==> config.mk <==
export PLATFORM = sky130hd
export DESIGN_NAME = pcie_csr_regfile
export DESIGN_NICKNAME = d
export VERILOG_FILES = /design/src/rtl/pcie_csr_regfile.sv
export SDC_FILE = /design/constraint.sdc
export NUM_CORES = 1
export LEC_CHECK = 0
export CAP_MARGIN = 5
export CORE_ASPECT_RATIO = 2
export CORE_UTILIZATION = 31
export CTS_BUF_LIST = sky130_fd_sc_hd__clkbuf_16
export CTS_CLUSTER_SIZE = 10
export DETAILED_ROUTE_END_ITERATION = 8
export PLACE_DENSITY = 0.52
export SYNTH_ARGS = -nofsm -noshare
export SYNTH_HDL_FRONTEND = slang
export SYNTH_SLANG_ARGS = --single-unit
==> constraint.sdc <==
create_clock -name clk -period 1.8 [get_ports clk]
set_clock_uncertainty 0.1 [all_clocks]
set_input_delay 0.54 -clock clk [delete_from_list [all_inputs] [get_ports clk]]
set_output_delay 0.54 -clock clk [all_outputs]
set_load 0.01 [all_outputs]
==> src/rtl/pcie_csr_regfile.sv <==
// PCIe-subsystem CSR block: DFH, scratchpads, live status with sticky W1C errors.
// Optional ERR_LOG at +0x018 when PCIE_CSR_ERR_LOG_EN is defined.
module pcie_csr_regfile #(
    parameter logic [31:0] BASE_ADDR   = 32'h10000,
    parameter int          ADDR_W      = 20,
    parameter int          NUM_SCRATCH = 1,
    parameter int          STAT_W      = 16,
    parameter int          ERR_W       = 8,
    parameter logic [63:0] DFH_VALUE   = 64'h3000_0000_1000_0020
) (
    input  logic              clk,
    input  logic              rst_n,
    input  logic [ADDR_W-1:0] csr_addr,
    input  logic              csr_write,
    input  logic              csr_read,
    input  logic [63:0]       csr_wdata,
    input  logic [7:0]        csr_byteen,
    output logic              csr_waitrequest,
    output logic [63:0]       csr_readdata,
    output logic              csr_readdatavalid,
    input  logic [STAT_W-1:0] stat_in,
    input  logic [ERR_W-1:0]  err_in
);
    typedef enum logic {ST_INIT, ST_RUN} state_t;
    state_t state_reg, state_next;

    always_ff @(posedge clk or negedge rst_n) begin
        if (!rst_n) state_reg <= ST_INIT;
        else        state_reg <= state_next;
    end

    always_comb begin
        state_next      = state_reg;
        csr_waitrequest = 1'b1;
        case (state_reg)
            ST_INIT: state_next = ST_RUN;
            ST_RUN:  csr_waitrequest = 1'b0;
            default: state_next = ST_INIT;
        endcase
    end

    logic        rd_acc, wr_acc, in_win, wr_stat, mapped;
    logic [31:0] addr_ext, off32;
    logic [8:0]  word;
    logic [63:0] wmask, rd_mux, stat_word;
    logic        unused_ok;

    assign rd_acc   = csr_read  & ~csr_waitrequest;
    assign wr_acc   = csr_write & ~csr_waitrequest;
    assign addr_ext = 32'(csr_addr);
    assign off32    = addr_ext - BASE_ADDR;
    // Below-base addresses wrap to a huge offset, so both bounds are needed.
    assign in_win   = (addr_ext >= BASE_ADDR) && (off32 < 32'h1000);
    assign word     = off32[11:3];
    assign wr_stat  = wr_acc && in_win && (word == 9'd2);
    assign unused_ok = ^{off32[31:12], off32[2:0]};

    genvar gi;
    generate
        for (gi = 0; gi < 8; gi++) begin : g_mask
            assign wmask[8*gi +: 8] = {8{csr_byteen[gi]}};
        end
    endgenerate

    logic [63:0] scratch_q [NUM_SCRATCH];

    generate
        for (gi = 0; gi < NUM_SCRATCH; gi++) begin : g_scratch
            logic        hit;
            logic [63:0] q_reg;
            // +0x8 is a second window onto scratch 0.
            assign hit = wr_acc && in_win &&
                         ((word == 9'(32 + gi)) || ((gi == 0) && (word == 9'd1)));
            always_ff @(posedge clk or negedge rst_n) begin
                if (!rst_n)   q_reg <= '0;
                else if (hit) q_reg <= (q_reg & ~wmask) | (csr_wdata & wmask);
            end
            assign scratch_q[gi] = q_reg;
        end
    endgenerate

    logic [STAT_W-1:0] stat_q_reg;
    logic [ERR_W-1:0]  sticky_reg, clr;

    assign clr = wr_stat ? (csr_wdata[32 +: ERR_W] & wmask[32 +: ERR_W]) : '0;

    // OR-ing err_in after the clear lets a coincident set win.
    always_ff @(posedge clk or negedge rst_n) begin
        if (!rst_n) begin
            stat_q_reg <= '0;
            sticky_reg <= '0;
        end else begin
            stat_q_reg <= stat_in;
            sticky_reg <= (sticky_reg & ~clr) | err_in;
        end
    end

    always_comb begin
        stat_word                  = '0;
        stat_word[STAT_W-1:0]      = stat_q_reg;
        stat_word[32 +: ERR_W]     = sticky_reg;
    end

`ifdef PCIE_CSR_ERR_LOG_EN
    logic [63:0] errlog_reg, errlog_new;
    logic        wr_log;

    assign wr_log = wr_acc && in_win && (word == 9'd3) && csr_byteen[7] && csr_wdata[63];

    always_comb begin
        errlog_new              = '0;
        errlog_new[63]          = 1'b1;
        errlog_new[62]          = wr_acc;
        errlog_new[ADDR_W-1:0]  = csr_addr;
    end

    always_ff @(posedge clk or negedge rst_n) begin
        if (!rst_n)
            errlog_reg <= '0;
        else if (wr_log)
            errlog_reg <= '0;
        else if ((rd_acc || wr_acc) && !mapped && !errlog_reg[63])
            errlog_reg <= errlog_new;
    end
`endif

    always_comb begin
        rd_mux = '0;
        mapped = 1'b0;
        if (in_win) begin
            case (word)
                9'd0: begin rd_mux = DFH_VALUE;    mapped = 1'b1; end
                9'd1: begin rd_mux = scratch_q[0]; mapped = 1'b1; end
                9'd2: begin rd_mux = stat_word;    mapped = 1'b1; end
`ifdef PCIE_CSR_ERR_LOG_EN
                9'd3: begin rd_mux = errlog_reg;   mapped = 1'b1; end
`endif
                default: begin
                    for (int i = 0; i < NUM_SCRATCH; i++) begin
                        if (word == 9'(32 + i)) begin
                            rd_mux = scratch_q[i];
                            mapped = 1'b1;
                        end
                    end
                end
            endcase
        end
    end

    // Snapshot at accept gives pre-write data for same-cycle read+write.
    logic        rd1_vld_reg, rd2_vld_reg;
    logic [63:0] rd1_data_reg, rd2_data_reg;

    always_ff @(posedge clk or negedge rst_n) begin
        if (!rst_n) begin
            rd1_vld_reg       <= 1'b0;
            rd1_data_reg      <= '0;
            rd2_vld_reg       <= 1'b0;
            rd2_data_reg      <= '0;
            csr_readdatavalid <= 1'b0;
            csr_readdata      <= '0;
        end else begin
            rd1_vld_reg       <= rd_acc;
            rd1_data_reg      <= rd_mux;
            rd2_vld_reg       <= rd1_vld_reg;
            rd2_data_reg      <= rd1_data_reg;
            csr_readdatavalid <= rd2_vld_reg;
            if (rd2_vld_reg) csr_readdata <= rd2_data_reg;
        end
    end
endmodule
# After elaboration in Yosys (flattened, before gate mapping)
# Index checks and enable logic that the tools add are counted.
dict set report totals {
  input_bits 120
  output_inout_bits 66
  register_bits 284
  elab_cells 37
}
dict set report op_classes {
  eq_ne 3
  order_cmp 2
  add_sub_neg 1
  mux 5
  reduce_logical 6
  n_bitwise 10
}
# op n
set op_table {}
lappend op_table {{case mux 64 bit (3 select lines)} 1}
lappend op_table {{AND 64 bit} 2}
lappend op_table {{2-to-1 mux 64 bit} 2}
lappend op_table {{inverter 64 bit} 1}
lappend op_table {{bitwise OR 64 bit} 1}
lappend op_table {{< comparator 32 x 13 -> 1 bit, second input constant} 1}
lappend op_table {{subtractor 20 x 17 -> 21 bit, second input constant} 1}
lappend op_table {{greater-or-equal comparator 20 x 17 -> 1 bit, second input constant} 1}
lappend op_table {{AND 8 bit} 2}
lappend op_table {{== test 9 x 1 -> 1 bit, second input constant} 1}
lappend op_table {{== test 9 x 2 -> 1 bit, second input constant} 1}
lappend op_table {{== test 9 x 6 -> 1 bit, second input constant} 1}
lappend op_table {{logical NOT 9 bit} 1}
lappend op_table {{2-to-1 mux 8 bit} 1}
lappend op_table {{inverter 8 bit} 1}
lappend op_table {{bitwise OR 8 bit} 1}
lappend op_table {{logical AND 1 bit} 4}
lappend op_table {{AND 1 bit} 2}
lappend op_table {{logical OR 1 bit} 1}
lappend op_table {{2-to-1 mux 1 bit} 1}

# Longest topological paths before layout
dict set report logic_depth {
  depth_word 9
  mapped_depth 6
  depth_no_buf 4
}

# Worst setup path after synthesis
# Ideal clock, no wire load.
dict set report synth_path {
  kind {input -> register}
  start {input csr_addr[7]}
  end {register with a tool-made name}
  n_path_buf 1
  cell_stages 5
  arrival_time_ns 2.091
  setup_ns 0.128
  t_required_ns 1.572
  slack_ns -0.518
  cell_sequence {or4_4 -> nor4b_2 -> buf_4 -> nand4_4 -> mux2_1}
}
# item line_no
set synth_lines {}
lappend synth_lines {{from (decl)} 13} ;# input logic [ADDR_W-1:0] csr_addr,

==> run summary <==
The run finished, with violations left. The checks that failed: setup timing. In this run, flip-flops and latches consume 50.3% of the power.

The number of cells on the worst hold path is 0, and the fraction of synthesis flops using an asynchronous set or reset pin is 100%. The tool flagged a number of max-cap violations equal to 0. The worst-path maximum fanout came out at 8.

The die is 126 um wide. STA classifies the critical path startpoint as an input pin. Clock-pin slew was measured on the worst setup and hold paths at 50 ps. Fill cells in the final layout number 2703. Sequential cells were found to cover 74.8% of the synthesized design area.

Once detail routing completed, the nets flagged for antenna violations numbered 0. Per report_power, the combinational group accounts for 4.5% of the total. Leaving out fill and tap cells, the most frequent cell in the layout is sky130_fd_sc_hd__dfrtp_1. For this block, the via count after detailed routing is 5343. Wires add up to 22.5 mm. On the worst path, the slowest cell contributes a delay of 550 ps. Global routing finished with a remaining overflow of 0. Synthesis produced a netlist with a net count of 664. Internal power comes to 0.0102 W.

The count of endpoints failing setup in the final report was 77; the source-to-sink clock delay at the later pin of the worst-skew pair was 500 ps. Clock tree synthesis selected as its root buffer the cell sky130_fd_sc_hd__clkbuf_16. The worst-case IR drop observed on VDD is 0.508 mV. For this run, the post-layout net count is 921. The die is 250 um tall. Across the whole layout, storage elements account for 7110 um^2.

Traced cell by cell, the critical path runs through buf_6 -> or4_4 -> nor4b_4 -> buf_12 -> nand4_4 -> mux2_4. In this run the number of cells on the critical path is 6. The total clock sinks was 284; the final total power was 0.0128 W. The post-route DRC violation count is 0, and the routed wirelength normalized by instance count is 19.1 um. Number of hold violations in the final report: 0.

The final standard cell area without fillers was 13400 um^2. Detailed placement ended at an HPWL of 15.2 mm. Broken down by cell family, the worst path's largest delay share belongs to simple AND/OR/NAND/NOR gates. The startpoint of the worst register-to-register path is state_reg. Summing all multi-input logic gate instances after layout gives 2460 um^2. The ratio of routed vias to standard cells works out to 4.55. The switching share of total power is 20.5%, and the worst-case register-to-register setup slack is 140 ps. The per-instance average area after synthesis works out to 17.5 um^2. The worst setup path is captured at a flop.

The area growth from synthesis to layout is 41.5%. The number of pins with negative max-slew slack in the final report is 0. Global routing consumed, over all layers together, 15.0% of the routing resources.

Data on the critical path is required at its endpoint by 2080 ps. In this run, the number of DRC markers left after iteration 0 of detailed routing was 165. Counting every instance in the synthesized netlist gives 544. At the worst endpoint, the arrival time is 2220 ps. For this run, the top clock speed supported by timing is 0.514 GHz. The worst hold slack across all endpoints is 236 ps. Tracing the worst setup path back leads to its startpoint at csr_addr[6]. Counting cells, the worst reg-to-reg path comes to 5.

Slowest library cell on the worst path: sky130_fd_sc_hd__or4_4. The area of the mapped netlist was 9500 um^2. The final critical path takes up 108% of the cycle. In this run, CTS created clock tree buffers numbering 34. The share of total power dissipated in the clock network is 45.2%. The first global-routing pass estimated 35.1 mm of wire. The proportion of layout cells with a drive suffix above 1 was 37.7%; the sum of negative setup slack was -6430 ps. For this run, the detailed router's first-pass iteration total came to 4. TritonCTS built the clock tree. The clock tree synthesis step divided the H-tree into 2 levels. The number of antenna violations at the first check in global routing is 3, and the number of core rows is 90.

In this run the tool buffered the top-level ports with 182 buffer cells. Leaving out fill and tap cells, the most frequent cells in the layout are sky130_fd_sc_hd__dfrtp_1 (283), sky130_fd_sc_hd__mux2_2 (124), sky130_fd_sc_hd__clkdlybuf4s50_1 (98). The number of flops mapped to enable cells by yosys was 0; the worst path buffer plus inverter count was 2.

The critical path class was input pin to flop. The logs give 6247 for the via count of the first global-routing pass and 6.67 nW for the leakage power. For the final worst setup slack, the log shows -146 ps. Power spread over the standard cell area amounts to 950 nW/um^2. The run gives 186 as the top-level I/O count. The smallest clock period supported by the final layout is computed as 1950 ps. In the synthesized netlist the dominant register cell turns out to be sky130_fd_sc_hd__dfrtp_1. The path type of the worst min-delay path is flop to flop. Summed over all nets, the switching power comes to 0.00262 W. For this run, the number of Yosys warnings is 0.

No sink is reached through more buffers than the 3 on the longest clock path. The number of distinct library cells after synthesis is 28, and the weighted congestion reported at the end of routability-driven placement is 0.785. The logs give 30200 um^2 for the area of the placeable core and 12100 um^2 for the placed cell area. Counting flops and latches in the post-synthesis netlist gives 284. The run gives 68 as the pin count of the biggest net entering global routing. The die area is 31400 um^2.

Setup repair after global routing could not meet its margin everywhere. The initial utilization of the core area, before any placement, comes to 31.5%. The end-of-flow core utilization came out at 44.6%.
==> metrics by stage <==
| step | setup slack, ps | instances |
|---|---|---|
| 6_report | -146 | 1173 |
| 5_1_grt | -160 | 1173 |
| 4_1_cts | -198 | 1168 |
| 3_5_place_dp | -1060 | 1108 |
| 3_3_place_gp | -1010 | 1108 |
| 2_1_floorplan | -494 | 544 |
==> final cells by class <==
type                       instances  area share [%]
inverter                           1          0.0279
clock inverter                     4           0.158
multi-input combinational        240            18.3
clock buffer                      35            6.51
tap                              368            3.42
sequential                       284            52.9
timing repair buffer             240            18.7
antenna                            1          0.0186
==> worst reg2reg max path, cell delays in order, from the launching register on <==
cell,delay (ps)
sky130_fd_sc_hd__dfrtp_1,380
sky130_fd_sc_hd__and2_1,190
sky130_fd_sc_hd__buf_4,170
sky130_fd_sc_hd__buf_12,160
sky130_fd_sc_hd__nand4_4,180
sky130_fd_sc_hd__mux2_2,360
==> kinds of logic after synthesis <==
| family | share of synthesized area [%] |
|---|---|
| compound gates | 3.05 |
| xor+xnor | 0.0922 |
| buf+inv | 0.882 |
| flops | 74.8 |
| mux | 15.2 |
| other cells | 0.0395 |
| simple gates | 5.98 |
==> Yosys cell counts (2+ instances only) <==
master	number	share of area [%]
sky130_fd_sc_hd__dfrtp_1	284	75
sky130_fd_sc_hd__mux2_2	124	15
sky130_fd_sc_hd__and2_1	40	2.6
sky130_fd_sc_hd__a22o_1	23	2.1
sky130_fd_sc_hd__clkbuf_1	14	0.55
sky130_fd_sc_hd__a21o_1	8	0.63
sky130_fd_sc_hd__nand3_1	8	0.42
sky130_fd_sc_hd__nand4_4	7	1.6
sky130_fd_sc_hd__a21oi_1	4	0.21
sky130_fd_sc_hd__buf_2	4	0.21
sky130_fd_sc_hd__mux2_1	4	0.47
sky130_fd_sc_hd__nor2_1	4	0.16
sky130_fd_sc_hd__nor3_1	4	0.21
sky130_fd_sc_hd__nor4_1	2	0.13
==> per-layer routing <==
metal,wire length (um),share of wire (%),global-route usage (%)
met2,12900,57,28.6
met3,1000,4.5,3.00
met5,24,0.11,0
met1,7720,34,15.1
met4,818,3.6,7.54
==> power groups by stage <==
stage          sequential, W  combinational (W)  clock, W
2_1_floorplan        0.00653          0.0000735         0
3_3_place_gp         0.00653           0.000574         0
3_5_place_dp         0.00653           0.000590         0
4_1_cts              0.00642           0.000586   0.00599
5_1_grt              0.00642           0.000626   0.00621
6_report             0.00642           0.000575   0.00577
==> how the worst min path moves through the flow <==
| stage | startpoint | endpoint |
|---|---|---|
| after CTS | rd1_data_reg[49] | rd2_data_reg[49] |
| final | rd1_data_reg[14] | rd2_data_reg[14] |
| after global placement | rd1_data_reg[14] | rd2_data_reg[14] |
| after detailed placement | rd1_data_reg[15] | rd2_data_reg[15] |
| after floorplan | rst_n | async pin |
| after global routing | rd1_data_reg[27] | rd2_data_reg[27] |
==> timing repair <==
action / in CTS / in global routing
endpoints found under the setup margin: 198 / 133
hold buffers: 1 / 0
buffers inserted: 13 / 3
resized for setup: 253 / 40
gates cloned: 7 / 2
pin swaps: 9 / 16
endpoints found under the hold margin: 25 / 0
Power figures use the tool's default switching activity.
==> patch 1 (same settings) <==
Change the parameter `NUM_SCRATCH` from 1 to 2.
--- a/src/rtl/pcie_csr_regfile.sv
+++ b/src/rtl/pcie_csr_regfile.sv
@@ -5,3 +5,3 @@
     parameter int          ADDR_W      = 20,
-    parameter int          NUM_SCRATCH = 1,
+    parameter int          NUM_SCRATCH = 2,
     parameter int          STAT_W      = 16,
Behaviour: not the same (Yosys sat finds a counterexample within 10 cycles, from zero or initial values and one cycle with rst_n low).
==> patch 1 against the original RTL <==
Synthesized area increased by 38%; routed wire length increased by 67%; sequential power increased by 23%; sequential cell count increased by 64; design area increased by 40%; power increased by 22%; via count increased by 60%; the flow still finishes with violations (negative setup slack); largest cell class unchanged; worst setup slack got worse by 73 ps.
==> patch 1: results (changes against the original RTL) <==
{| class="wikitable"
! Metric !! Value
|-
| Outcome || complete, but fails checks
|-
| Failing checks || negative setup slack
|-
| Largest net degree at the start of global routing || 50 (-26%)
|-
| Starting DRC count in detailed routing || 254 (+54%)
|-
| Vias per Instance || 4.945 (+8.6%)
|-
| Area contributors post-synth || sky130_fd_sc_hd__dfrtp_1 (67%), sky130_fd_sc_hd__mux2_2 (18%), sky130_fd_sc_hd__a22oi_1 (2.8%)
|-
| Endpoint, Worst Hold || rd2_data_reg[47]
|-
| Post-synthesis cell type count || 39 (+39%)
|-
| Met1 layer usage reported by global route || 20.14% (+5.0 points)
|-
| Wire length of the first global-routing pass || 57770 um (+65%)
|-
| Syn_nets || 993 (+50%)
|-
| Detailed placement HPWL || 23410 um (+54%)
|-
| Met2 GRT Util || 33.50% (+4.9 points)
|-
| Setup violators final || 200 (+160%)
|-
| Sequential element share of the synthesized area || 66.58% (-8.2 points)
|-
| Met3 Resource Use GR || 2.461% (-0.54 points)
|-
| Critical-path cell with the highest stage delay || sky130_fd_sc_hd__or4b_4
|-
| R2R Setup Slk || -30 ps (-170 ps)
|-
| Max stage delay on crit path || 590 ps (+40 ps)
|-
| VDD IR-drop max || 491.5 uV (-3.3%)
|-
| Overall fraction of global-route tracks in use || 17.97% (+3.0 points)
|-
| Routability congestion estimate || 0.7478 (-4.7%)
|-
| Routed WL per cell || 21.68 um (+13%)
|-
| Via count of the first global-routing pass || 9461 (+51%)
|-
| Cell Area, Placed || 0.01663 sq mm (+37%)
|-
| Comb. pwr || 0.850 mW (+48%)
|-
| Leakage power || 8.795 nW (+32%)
|-
| Share of flip-flops with an asynchronous set or reset after synthesis || 100.0% (unchanged)
|-
| Hold slack || 244.1 ps (+7.688 ps)
|-
| Total iterations of the first detailed-routing run || 4 (unchanged)
|-
| Worst Setup Slack, final || -219.2 ps (-73.10 ps)
|-
| Number of cells on the worst reg-to-reg path || 6 (+1)
|-
| Count of final hold-check violations || 0 (unchanged)
|-
| Fraction of final layout cells sized beyond drive strength 1 || 52.03% (+14 points)
|-
| Power consumed by sequential cells || 7.87 mW (+23%)
|-
| Sum of negative setup slack || -27380 ps (-20950 ps)
|-
| Number of buffers created by CTS || 40 (+18%)
|-
| Max-Cap Viols || 0 (unchanged)
|-
| Origin of the worst setup path || csr_addr[15]
|-
| Clock network latency to the later pin of the worst-skew pair || 520 ps (+20 ps)
|-
| Instance count along the most critical hold path || 0 (unchanged)
|-
| Switching power summed over all nets || 3.446 mW (+32%)
|-
| Root Buffer Master || sky130_fd_sc_hd__clkbuf_16
|-
| HP Start || rd1_data_reg[47]
|-
| Signal arrival time at the worst endpoint || 2320 ps (+100 ps)
|-
| NumNets Final || 1302 (+41%)
|-
| Synth top cells by count || sky130_fd_sc_hd__dfrtp_1 (348), sky130_fd_sc_hd__mux2_2 (204), sky130_fd_sc_hd__a22oi_1 (49), sky130_fd_sc_hd__clkbuf_1 (46)
|}
## patch 1: worst max path at each step
stage,to,depth (start not counted)
after floorplan,register,5
after global placement,rd1_data_reg[60],6
after detailed placement,rd1_data_reg[60],6
after CTS,register,7
after global routing,register,7
final,register,7
## patch 1: routing by layer
metal,vias up,share of wire (%),routed length (um)
met1,4410,37,13740
li1,3836,-,-
met2,205,55,20710
met4,2,4.1,1551
met5,-,0.035,13
met3,82,3.8,1407
## patch 1: cell families after synthesis
group | share of synthesized area (%)
and+or+nand+nor | 3.894
AOI/OAI and AO/OA | 8.935
other | 0.02867
DFF | 66.58
adders and majority gates | 0.07654
buffers and inverters | 1.856
xor gates and xnor gates | 0.06698
muxes | 18.56
## patch 1: through the flow
step	worst slack (ps)	power, mW	utilization [%]	std cells
after global placement	-1160	8.795	39.94	1629
final	-219.2	15.62	45.19	1726
after global routing	-234.5	16.26	45.19	1726
after detailed placement	-1154	8.799	39.94	1629
after CTS	-282.5	15.85	45.12	1721
after floorplan	-627.2	8.171	-	873
## patch 1: repair_timing
action,4_1_cts,5_1_grt
resized for setup,416,87
setup buffers,36,14
hold buffers,1,0
endpoints found under the setup margin,266,227
hold endpoints to repair,23,0
gates cloned,15,1
pin swaps,62,75
## patch 1: final cells by class
| type | count | area, sq um |
|---|---|---|
| timing repair buffer | 319 | 3376 |
| sequential | 348 | 8713 |
| tap | 540 | 675.6 |
| multi-input combinational | 462 | 4974 |
| antenna | 2 | 5.005 |
| fill | 3812 | 22830 |
| inverter | 11 | 41.29 |
| clock buffer | 40 | 1001 |
| clock inverter | 4 | 32.53 |
==> patch 2 (same flow settings) <==
Made on the original files. `rd1_data_reg` and `rd2_data_reg` no longer have a reset.
--- a/src/rtl/pcie_csr_regfile.sv
+++ b/src/rtl/pcie_csr_regfile.sv
@@ -156,5 +156,3 @@
             rd1_vld_reg       <= 1'b0;
-            rd1_data_reg      <= '0;
             rd2_vld_reg       <= 1'b0;
-            rd2_data_reg      <= '0;
             csr_readdatavalid <= 1'b0;
@@ -163,5 +161,3 @@
             rd1_vld_reg       <= rd_acc;
-            rd1_data_reg      <= rd_mux;
             rd2_vld_reg       <= rd1_vld_reg;
-            rd2_data_reg      <= rd1_data_reg;
             csr_readdatavalid <= rd2_vld_reg;
@@ -170,2 +166,7 @@
     end
+
+    always_ff @(posedge clk) begin
+        rd1_data_reg <= rd_mux;
+        rd2_data_reg <= rd1_data_reg;
+    end
 endmodule
Behaviour: same outputs for any inputs over 4 cycles, from zero or initial values and one cycle with rst_n low; that may be too few to reach the edited logic, so the function may still have changed.
==> patch 2 against the original RTL <==
Sequential power down 0.6%; clock power up 4.3%; synthesized area down 5.8%; the flow still finishes with violations (negative setup slack); sequential cell count unchanged; power up 1.1%; routed wire length down 1.8%; worst hold slack worse by 14 ps; design area down 1.3%; count of clock-buffer cells in the layout up 1; worst setup slack worse by 92 ps.
==> patch 2: results (changes against the original RTL) <==
{| class="wikitable"
! Metric !! Value
|-
| Outcome || complete, but fails checks
|-
| Failing checks || negative setup slack
|-
| Non-clk buf share || 19.90% (+1.2 points)
|-
| Number of cells after detailed placement || 1127 (+1.7%)
|-
| Crit Path Max Fanout || 5 (-3)
|-
| Routability congestion estimate || 0.7838 (about the same)
|-
| Share of flip-flops with an asynchronous set or reset after synthesis || 54.93% (-45 points)
|-
| Sum of negative setup slack || -19650 ps (-13220 ps)
|-
| Combined area of all synthesized cells || 0.008955 sq mm (-5.8%)
|-
| Worst Setup Slack, final || -238.3 ps (-92.22 ps)
|-
| Leakage power || 6.036 nW (-9.6%)
|-
| Switching power summed over all nets || 2.665 mW (+1.8%)
|-
| Synth top cells by count || sky130_fd_sc_hd__dfrtp_1 (156), sky130_fd_sc_hd__dfxtp_1 (128), sky130_fd_sc_hd__mux2_2 (126), sky130_fd_sc_hd__and2_1 (40), sky130_fd_sc_hd__nor2_1 (27)
|-
| R2R Setup Slk || 20 ps (-120 ps)
|-
| Cell Area, Placed || 0.01160 sq mm (-4.5%)
|-
| Number of cells on the worst reg-to-reg path || 6 (+1)
|-
| Post-synthesis cell type count || 30 (+7.1%)
|-
| Initial antenna violation count || 0 (-3)
|-
| Number of clock buffers in the layout || 36 (+2.9%)
|-
| Origin of the worst setup path || csr_addr[5]
|-
| Multiplexer share of the synthesized area || 16.10% (+0.93 points)
|-
| Seq/total area || 48.73% (-4.2 points)
|-
| VDD IR-drop max || 633.7 uV (+25%)
|-
| Number of multi-input combinational cells in the layout || 262 (+9.2%)
|-
| Via count of the first global-routing pass || 6066 (-2.9%)
|-
| Post-Synth Adder-Cell Area || 0.2236% (+0.22 points)
|-
| Detailed placement HPWL || 14410 um (-5.3%)
|-
| Fraction of final layout cells sized beyond drive strength 1 || 38.04% (+0.35 points)
|-
| Overall fraction of global-route tracks in use || 15.23% (+0.25 points)
|-
| Worst slack after detailed placement || -1146 ps (-90.83 ps)
|-
| Via total after detailed routing || 5336 (-0.13%)
|-
| Non-clock inverter total of the final layout || 4 (+3)
|-
| Starting DRC count in detailed routing || 108 (-35%)
|-
| Share of the synthesized netlist area taken by xor and xnor gates || 0.09781% (+0.0056 points)
|-
| Total wire length after detailed routing || 22050 um (-1.8%)
|-
| Count of sequential standard cells || 284 (unchanged)
|-
| Setup violators final || 133 (+73%)
|-
| Endpoint, Worst Hold || rd2_data_reg[40]
|}
-- patch 2: power groups by stage --
| stage | sequential [mW] | clock (mW) | combinational (mW) |
|---|---|---|---|
| after detailed placement | 6.50 | 0 | 0.502 |
| final | 6.38 | 6.02 | 0.506 |
| after global routing | 6.38 | 6.50 | 0.547 |
| after global placement | 6.50 | 0 | 0.494 |
| after CTS | 6.38 | 6.25 | 0.514 |
| after floorplan | 6.50 | 0 | 0.0759 |
-- patch 2: metal layers --
metal  vias up  track usage, %  wire [um]
li1       2482               -          -
met1      2664           15.42       7374
met2       148           29.38      12980
met3        42           2.943       1044
met4         0           6.098        653
met5         -               0          0
-- patch 2: repair_timing --
action | in CTS | in global routing
gates resized for setup | 201 | 82
hold buffers | 1 | 0
cloned | 7 | 4
pin swaps | 17 | 64
hold endpoints to repair | 25 | 0
setup buffers | 10 | 7
setup endpoints to repair | 202 | 154
